**src/rtl/mem_port_arbiter_if.sv**
```systemverilog
// mem_port_arbiter_if: shared memory port bus between the arbiter (master) and the unified memory (slave)
interface mem_port_arbiter_if #(
    parameter int ADDR_WIDTH = 32,
    parameter int DATA_WIDTH = 32
);
    logic                    req;
    logic                    we;
    logic [DATA_WIDTH/8-1:0] be;
    logic [ADDR_WIDTH-1:0]   addr;
    logic [DATA_WIDTH-1:0]   wdata;
    logic                    gnt;
    logic                    rvalid;
    logic [DATA_WIDTH-1:0]   rdata;

    modport master (output req, we, be, addr, wdata, input gnt, rvalid, rdata);
    modport slave  (input req, we, be, addr, wdata, output gnt, rvalid, rdata);
endinterface

```
**src/rtl/mem_port_arbiter.sv**
```systemverilog
// mem_port_arbiter: shares one memory port between fetch and data stages with data priority and fetch anti-starvation
module mem_port_arbiter #(
    parameter int ADDR_WIDTH   = 32,
    parameter int DATA_WIDTH   = 32,
    parameter int STARVE_LIMIT = 4
) (
    input  logic                    clk,
    input  logic                    rst,
    input  logic                    if_req,
    input  logic [ADDR_WIDTH-1:0]   if_addr,
    input  logic                    if_flush,
    output logic [DATA_WIDTH-1:0]   if_rdata,
    output logic                    if_valid,
    input  logic                    dm_req,
    input  logic                    dm_we,
    input  logic [DATA_WIDTH/8-1:0] dm_be,
    input  logic [ADDR_WIDTH-1:0]   dm_addr,
    input  logic [DATA_WIDTH-1:0]   dm_wdata,
    output logic [DATA_WIDTH-1:0]   dm_rdata,
    output logic                    dm_valid,
    output logic                    stall_F,
    output logic                    stall_M,
    mem_port_arbiter_if.master      mem
);
    localparam int CW = $clog2(STARVE_LIMIT + 1);
    localparam logic [CW-1:0] LIM = CW'(STARVE_LIMIT);

    typedef enum logic [1:0] {IDLE, WAIT_GNT, WAIT_RSP} state_t;
    typedef enum logic {OWN_IF, OWN_DM} owner_t;

    state_t        state, state_n;
    owner_t        owner;
    logic          killed;
    logic [CW-1:0] starve_cnt;
    logic          if_elig, pick_if, grant, rsp;

    always_ff @(posedge clk)
        state <= rst ? IDLE : state_n;

    always_comb begin
        if_elig  = if_req && !if_flush;
        pick_if  = if_elig && (!dm_req || starve_cnt == LIM);
        grant    = state == IDLE && (if_elig || dm_req);
        rsp      = state == WAIT_RSP && mem.rvalid;
        state_n  = grant ? WAIT_GNT :
                   (state == WAIT_GNT && mem.gnt) ? WAIT_RSP :
                   rsp ? IDLE : state;
        mem.req  = state == WAIT_GNT;
        // a flush arriving with the response must still hide it
        if_valid = rsp && owner == OWN_IF && !killed && !if_flush;
        dm_valid = rsp && owner == OWN_DM;
        if_rdata = mem.rdata;
        dm_rdata = mem.rdata;
        stall_F  = if_req && !if_valid;
        stall_M  = dm_req && !dm_valid;
    end

    always_ff @(posedge clk) begin
        if (rst) begin
            mem.we     <= 1'b0;
            mem.be     <= '0;
            mem.addr   <= '0;
            mem.wdata  <= '0;
            owner      <= OWN_IF;
            killed     <= 1'b0;
            starve_cnt <= '0;
        end else if (grant) begin
            mem.we     <= !pick_if && dm_we;
            mem.be     <= pick_if ? '1 : dm_be;
            mem.addr   <= pick_if ? if_addr : dm_addr;
            mem.wdata  <= pick_if ? '0 : dm_wdata;
            owner      <= pick_if ? OWN_IF : OWN_DM;
            killed     <= 1'b0;
            starve_cnt <= (pick_if || !if_req) ? '0 :
                          (starve_cnt == LIM) ? starve_cnt : starve_cnt + 1'b1;
        end else if (state != IDLE && owner == OWN_IF && if_flush) begin
            killed     <= 1'b1;
        end
    end
endmodule

```
**src/flat_wrapper.sv**
```systemverilog
// flat-port wrapper written by rule: the top's interface ports become plain ports
module mem_port_arbiter_flat 
#(
    parameter int ADDR_WIDTH   = 32,
    parameter int DATA_WIDTH   = 32,
    parameter int STARVE_LIMIT = 4
)
  (clk, rst, if_req, if_addr, if_flush, if_rdata, if_valid, dm_req, dm_we, dm_be, dm_addr, dm_wdata, dm_rdata, dm_valid, stall_F, stall_M, mem_req, mem_we, mem_be, mem_addr, mem_wdata, mem_gnt, mem_rvalid, mem_rdata);
  mem_port_arbiter_if #(.ADDR_WIDTH(ADDR_WIDTH), .DATA_WIDTH(DATA_WIDTH)) mem_i ();
  input  logic clk;
  input  logic rst;
  input  logic if_req;
  input  logic [ADDR_WIDTH-1:0] if_addr;
  input  logic if_flush;
  output logic [DATA_WIDTH-1:0] if_rdata;
  output logic if_valid;
  input  logic dm_req;
  input  logic dm_we;
  input  logic [DATA_WIDTH/8-1:0] dm_be;
  input  logic [ADDR_WIDTH-1:0] dm_addr;
  input  logic [DATA_WIDTH-1:0] dm_wdata;
  output logic [DATA_WIDTH-1:0] dm_rdata;
  output logic dm_valid;
  output logic stall_F;
  output logic stall_M;
  output wire logic [$bits(mem_i.req)-1:0] mem_req;
  output wire logic [$bits(mem_i.we)-1:0] mem_we;
  output wire logic [$bits(mem_i.be)-1:0] mem_be;
  output wire logic [$bits(mem_i.addr)-1:0] mem_addr;
  output wire logic [$bits(mem_i.wdata)-1:0] mem_wdata;
  input wire logic [$bits(mem_i.gnt)-1:0] mem_gnt;
  input wire logic [$bits(mem_i.rvalid)-1:0] mem_rvalid;
  input wire logic [$bits(mem_i.rdata)-1:0] mem_rdata;
  assign mem_req = mem_i.req;
  assign mem_we = mem_i.we;
  assign mem_be = mem_i.be;
  assign mem_addr = mem_i.addr;
  assign mem_wdata = mem_i.wdata;
  assign mem_i.gnt = mem_gnt;
  assign mem_i.rvalid = mem_rvalid;
  assign mem_i.rdata = mem_rdata;
  mem_port_arbiter #(.ADDR_WIDTH(ADDR_WIDTH), .DATA_WIDTH(DATA_WIDTH), .STARVE_LIMIT(STARVE_LIMIT)) u_core (.clk(clk), .rst(rst), .if_req(if_req), .if_addr(if_addr), .if_flush(if_flush), .if_rdata(if_rdata), .if_valid(if_valid), .dm_req(dm_req), .dm_we(dm_we), .dm_be(dm_be), .dm_addr(dm_addr), .dm_wdata(dm_wdata), .dm_rdata(dm_rdata), .dm_valid(dm_valid), .stall_F(stall_F), .stall_M(stall_M), .mem(mem_i));
endmodule
```
**config.mk**
```make
export PLATFORM = sky130hd
export DESIGN_NAME = mem_port_arbiter_flat
export DESIGN_NICKNAME = d
export VERILOG_FILES = /design/src/rtl/mem_port_arbiter_if.sv /design/src/rtl/mem_port_arbiter.sv /design/src/flat_wrapper.sv
export SDC_FILE = /design/constraint.sdc
export NUM_CORES = 1
export LEC_CHECK = 0
export ABC_CLOCK_PERIOD_IN_PS = 1600
export BUFFER_PORTS_ARGS = -buffer_cell sky130_fd_sc_hd__buf_2
export CAP_MARGIN = 20
export CORE_AREA = 2 2 109 111
export CTS_BUF_LIST = sky130_fd_sc_hd__clkbuf_4
export CTS_CLUSTER_SIZE = 14
export DETAILED_ROUTE_END_ITERATION = 10
export DIE_AREA = 0 0 111 113
export HOLD_SLACK_MARGIN = 0.08
export PLACE_DENSITY = 0.68
export SETUP_SLACK_MARGIN = 0.2
export SYNTH_ARGS = -nofsm -noshare
export SYNTH_HDL_FRONTEND = slang
export SYNTH_SLANG_ARGS = --single-unit
export TNS_END_PERCENT = 10
```
**constraint.sdc**
```tcl
create_clock -name clk -period 1.6 [get_ports clk]
set_input_delay 0.32 -clock clk [delete_from_list [all_inputs] [get_ports clk]]
set_output_delay 0.32 -clock clk [all_outputs]
set_load 0.01 [all_outputs]
```
[Yosys cells after proc, flatten, opt, wreduce, memory -nomap -nowiden]
Index checks and enable logic that the tools add are counted.
Storage, ports and cells
  register bits: 76
  input bits: 140
  output and inout port bits: 138
Operators by class
  add/subtract/negate cells: 1
  equality and inequality tests: 4
  muxes and demuxes: 9
  bitwise gates (word level): 1
  reductions and logical operators: 30
Operators by type and width (count)
  $mux W32: 2
  $logic_and A1 B1 Y1: 14
  $logic_not A1 Y1: 7
  $mux W3: 2
  $mux W2: 2
  $mux W4: 1
  $reduce_bool A2 Y1: 2
  $add A3 B1 Y3 const B: 1
  $eq A3 B3 Y1 const B: 1
  $logic_or A1 B1 Y1: 3
  $reduce_bool A3 Y1: 1
  $eq A2 B1 Y1 const B: 1
  $eq A2 B2 Y1 const B: 1
  $logic_not A2 Y1: 1
  $mux W1: 2
  $ne A2 B1 Y1 const B: 1
  $reduce_and A2 Y1: 1
  $reduce_or A2 Y1: 1
  $not A1 Y1: 1

[Logic depth before layout (Yosys ltp)]
  depth in word-level cells: 7
  mapped depth: 8
  depth with buffers taken out: 6

[Least setup slack after synthesis]
OpenSTA, ideal clock, no wires.
  path type: reg-to-reg
  start: register u_core.starve_cnt[0]
  end: register u_core.mem.addr[0]
  library setup time: 0.086 ns
  arrival time: 1.396 ns
  data required time: 1.514 ns
  slack: 0.119 ns
  stages on the path, launching flop included: 9
  path buffers: 2
  cells stage by stage: dfxtp_1 inv_1 ha_1 a21boi_2 nand2b_1 buf_4 buf_4 nand2_1 a211oi_1
On the way
  word-level cells in the longest chain between the ends: 4
RTL lines
  start, declared: line mem_port_arbiter.sv:34  | logic [CW-1:0] starve_cnt;
  start signal, assigned: line mem_port_arbiter.sv:74  | starve_cnt <= (pick_if || !if_req) ? '0 :
  $eq A3 B3 Y1: line mem_port_arbiter.sv:42  | pick_if = if_elig && (!dm_req || starve_cnt == LIM);
  $logic_or A1 B1 Y1: line mem_port_arbiter.sv:42
  $logic_and A1 B1 Y1: line mem_port_arbiter.sv:42
  $mux W32: line mem_port_arbiter.sv:70  | mem.addr <= pick_if ? if_addr : dm_addr;
  end signal, assigned: line mem_port_arbiter.sv:70
  end, declared: line mem_port_arbiter_if.sv:15  | modport master (output req, we, be, addr, wdata, input gnt, rvalid, rdata);
Every way passes these cells.
A chain may end at the register's enable or synchronous reset.

[Final worst setup path]
  start: register u_core.state[0]
  end: output port stall_F
On the way
  word-level cells in the longest chain between the ends: 7
RTL lines
  start, declared: line mem_port_arbiter.sv:31  | state_t state, state_n;
  start signal, assigned: line mem_port_arbiter.sv:38  | state <= rst ? IDLE : state_n;
  $eq A2 B2 Y1: line mem_port_arbiter.sv:44  | rsp = state == WAIT_RSP && mem.rvalid;
  $logic_and A1 B1 Y1: line mem_port_arbiter.sv:44
  $logic_and A1 B1 Y1 (3 in series): line mem_port_arbiter.sv:50  | if_valid = rsp && owner == OWN_IF && !killed && !if_flush;
  $logic_not A1 Y1: line mem_port_arbiter.sv:54  | stall_F = if_req && !if_valid;
  $logic_and A1 B1 Y1: line mem_port_arbiter.sv:54
  end, declared: line flat_wrapper.sv:24  | output logic stall_F;
Every way passes these cells.

==> impl_metrics.toml <==
[timing]
finalHoldViolCount = 0
tns_ns = -0.2301
layout_min_cycle_time_ns = 1.698
fin_hold_ws_ns = 0.1272
rsz0062_at_grt = "true"
fmax_mhz = 589.1
max_slew_margin_pct = 70.12
worst_slew_pin_slew_ns = 0.4463
clock_skew_ns = 0.01874
setup_ws_ns = -0.09763
slew_viol_final = 0
period_share_pct = 106.1
finalSetupViolCount = 6

[clock_network]
cts_max_level = 3
cts_made_buffers = 9
cts_tree = "built"
insertion_delay_ns = 0.44
cts_buffer_depth = 2
cts-root-buf = "clkbuf_4"
cts_sinks = 76
clkTransAtPathRegs_ns = 0.13

[place]
dpl_cell_area_mm2 = 0.004307
gp_congestion = 0.8139
dp_hpwl_um = 7294
dp_slack_ns = -0.04429
io_buffers = 181

[yosys]
synthTopCellsByCount = "76 x dfxtp_1, 73 x buf_4, 70 x a21oi_1, 70 x nand2_1, 41 x nor2_1"
synth.cell_area_mm2 = 0.003661
synth.most_common_cell = "dfxtp_1"
synth_area_leaders = "dfxtp_1 42%, buf_4 15%, a21oi_1 9.6%, nand2_1 7.2%, a211oi_1 4.5%"
yosysWarnings = 0
synth-main-ff-cell = "dfxtp_1"
syn_nets = 598
avgSynthCellArea_um2 = 8.029
ys_ff_latch = 76
yosysTopAreaCell = "dfxtp_1"
async_flop_share_pct = 0
syn_inst = 456
synth_edf_count = 0
synth_top_area_share_pct = 41.56
yosysSeqAreaShare_pct = 41.56
ys_types = 30

[floorplanning]
core_area_mm2 = 0.01127
io_pins = 278
start_util_pct = 32.48
design.die.area_mm2 = 0.01254
rows = 39
die_w_um = 111
die_y_um = 113

[critical_path]
crit_fanout = 2
crit_slowest_cell = "dfxtp_2"
r2r-start = "u_core.starve_cnt[0]"
crit_start = "u_core.state[0]"
crit_path_max_incr_delay_ns = 0.34
path_buf_inv = 1
r2r-end = "u_core.mem.addr[15]"
r2r_setup_slack_ns = -0.04
endpoint = "stall_F"
arrival_ns = 1.38
crit_cells = 4
crit_type = "flop to output port"
cp-start-kind = "flop"
worstRegToRegCells = 9
critPathRequiredTime_ns = 1.28
cp_top_family = "simple AND/OR/NAND/NOR gates"
worstPathCellList = "nand3b_1 > nor4_2 > nor2b_1 > buf_2"
setup.worst_path.end_class = "output port"

[drt]
drcViolationCount = 0
ant_nets = 0
drt_iter0_drc = 283
viasPerCell = 5.021
totalWireLength_um = 13070
vias = 3896
wl_per_cell_um = 16.84
drt_first_pass_iters = 5

[worst_hold_path]
worstHoldPathType = "input port to flop"

[pwr]
pwr-share-seq_pct = 45.0
switching_share_pct = 32.40
cellPowerDensity_mw_per_mm2 = 855.9
p_sw_mw = 1.569
power.share.combinational_pct = 30.2
p_leak_nw = 2.576
ir_worst_vdd_uv = 464.2
clkPwrFrac_pct = 24.8
intPower_mw = 3.273

[outcome]
violations = "setup timing"
outcome = "finished with violations"

[global_routing]
grt_max_degree = 46
grt_pass1_wl_um = 19640
gr-total-overflow = 0
track_usage_pct = 19.72
grt_pass1_vias = 4045
antenna_found_initial = 0

[cells_and_area]
syn2layout_area_growth_pct = 54.51
fin_area_mm2 = 0.005657
antenna_cells = 0
fillers = 1007
nets = 770
final_util_pct = 50.18
drive_gt1_share_pct = 51.82

[flow_run]
maxCapViolCount = 0
==> placed cells by master (no fill, tap or decap), types with 5 or more instances in the layout <==
master           n
dlygate4sd3_1   47
a211oi_2        22
clkbuf_4        11
dfxtp_1         72
nand3_2         25
nand2_2          5
buf_4           10
nor2_1          39
nand3_1          7
buf_2          181
buf_12           9
a21oi_1         43
a21oi_2         26
nand2_1         61
a211oi_1        10
buf_16           6
==> cell type report <==
class,count,area [µm²],area share [%]
flip-flops and latches,76,1526,26.99
inverters,4,15.01,0.2654
repair buffers,259,1927,34.06
multi-input cells,278,1874,33.13
clock buffers,11,82.58,1.460
well taps,143,178.9,3.163
clock inverters,5,52.55,0.9290
==> cell families after synthesis <==
group | share of synthesized area (%)
AO/OA/AOI/OAI | 20.44
multiplexers | 0.2734
adder cells (fa/ha/maj) | 0.6834
flip-flops | 41.56
buffers and inverters | 18.49
AND/OR/NAND/NOR | 18.56
==> repair_timing <==
action / 4_1_cts / 5_1_grt
endpoints found under the setup margin: 75 / 78
gates cloned: 5 / 3
gates resized for setup: 72 / 28
hold buffers: 47 / 0
pin swaps: 84 / 16
endpoints found under the hold margin: 47 / 0
setup buffers: 7 / 3
==> sequential cells by signal, indices dropped and copies added (netlist names) <==
| name | flops |
|---|---|
| u_core.mem.addr | 32 |
| u_core.mem.we | 1 |
| u_core.killed | 1 |
| u_core.mem.be | 4 |
| u_core.starve_cnt | 3 |
| u_core.owner | 1 |
| u_core.mem.wdata | 32 |
| u_core.state | 2 |
==> how the worst min path moves through the flow <==
stage / startpoint / endpoint / slack, ns / depth (start not counted)
3_5_place_dp: u_core.mem.wdata[31] / u_core.mem.wdata[31] / 0.44 / 2
3_3_place_gp: u_core.mem.wdata[3] / u_core.mem.wdata[3] / 0.44 / 2
5_1_grt: dm_addr[6] / u_core.mem.addr[6] / 0.07 / 3
4_1_cts: dm_wdata[5] / u_core.mem.wdata[5] / 0.08 / 3
2_1_floorplan: u_core.starve_cnt[1] / u_core.starve_cnt[1] / 0.45 / 2
6_report: dm_addr[6] / u_core.mem.addr[6] / 0.13 / 3
==> power by group through the flow <==
stage	sequential (mW)	combinational (mW)	clock [mW]
2_1_floorplan	2.29	0.709	0
3_3_place_gp	2.20	1.09	0
3_5_place_dp	2.21	1.11	0
4_1_cts	2.17	1.37	1.26
5_1_grt	2.20	1.59	1.34
6_report	2.18	1.46	1.20
==> per-stage QoR <==
step,cells,power [mW]
floorplan,456,2.997
global placement,695,3.292
detailed placement,695,3.327
CTS,770,4.805
global route,776,5.119
finish,776,4.842
==> layer usage <==
metal  track usage, %  up-vias  share of wire, %  wire [µm]
met4            12.00        0               3.9        509
met1            19.65     1807                36       4733
met5                0        -                 0          0
li1                 -     1825                 -          -
met2            35.99      205                52       6812
met3            6.160       59               7.8       1013
==> worst min-delay path: stages <==
cell,delay [ns]
buf_2,0.11
nand2_2,0.05
a211oi_2,0.05
(Power assumes the default switching activity.)
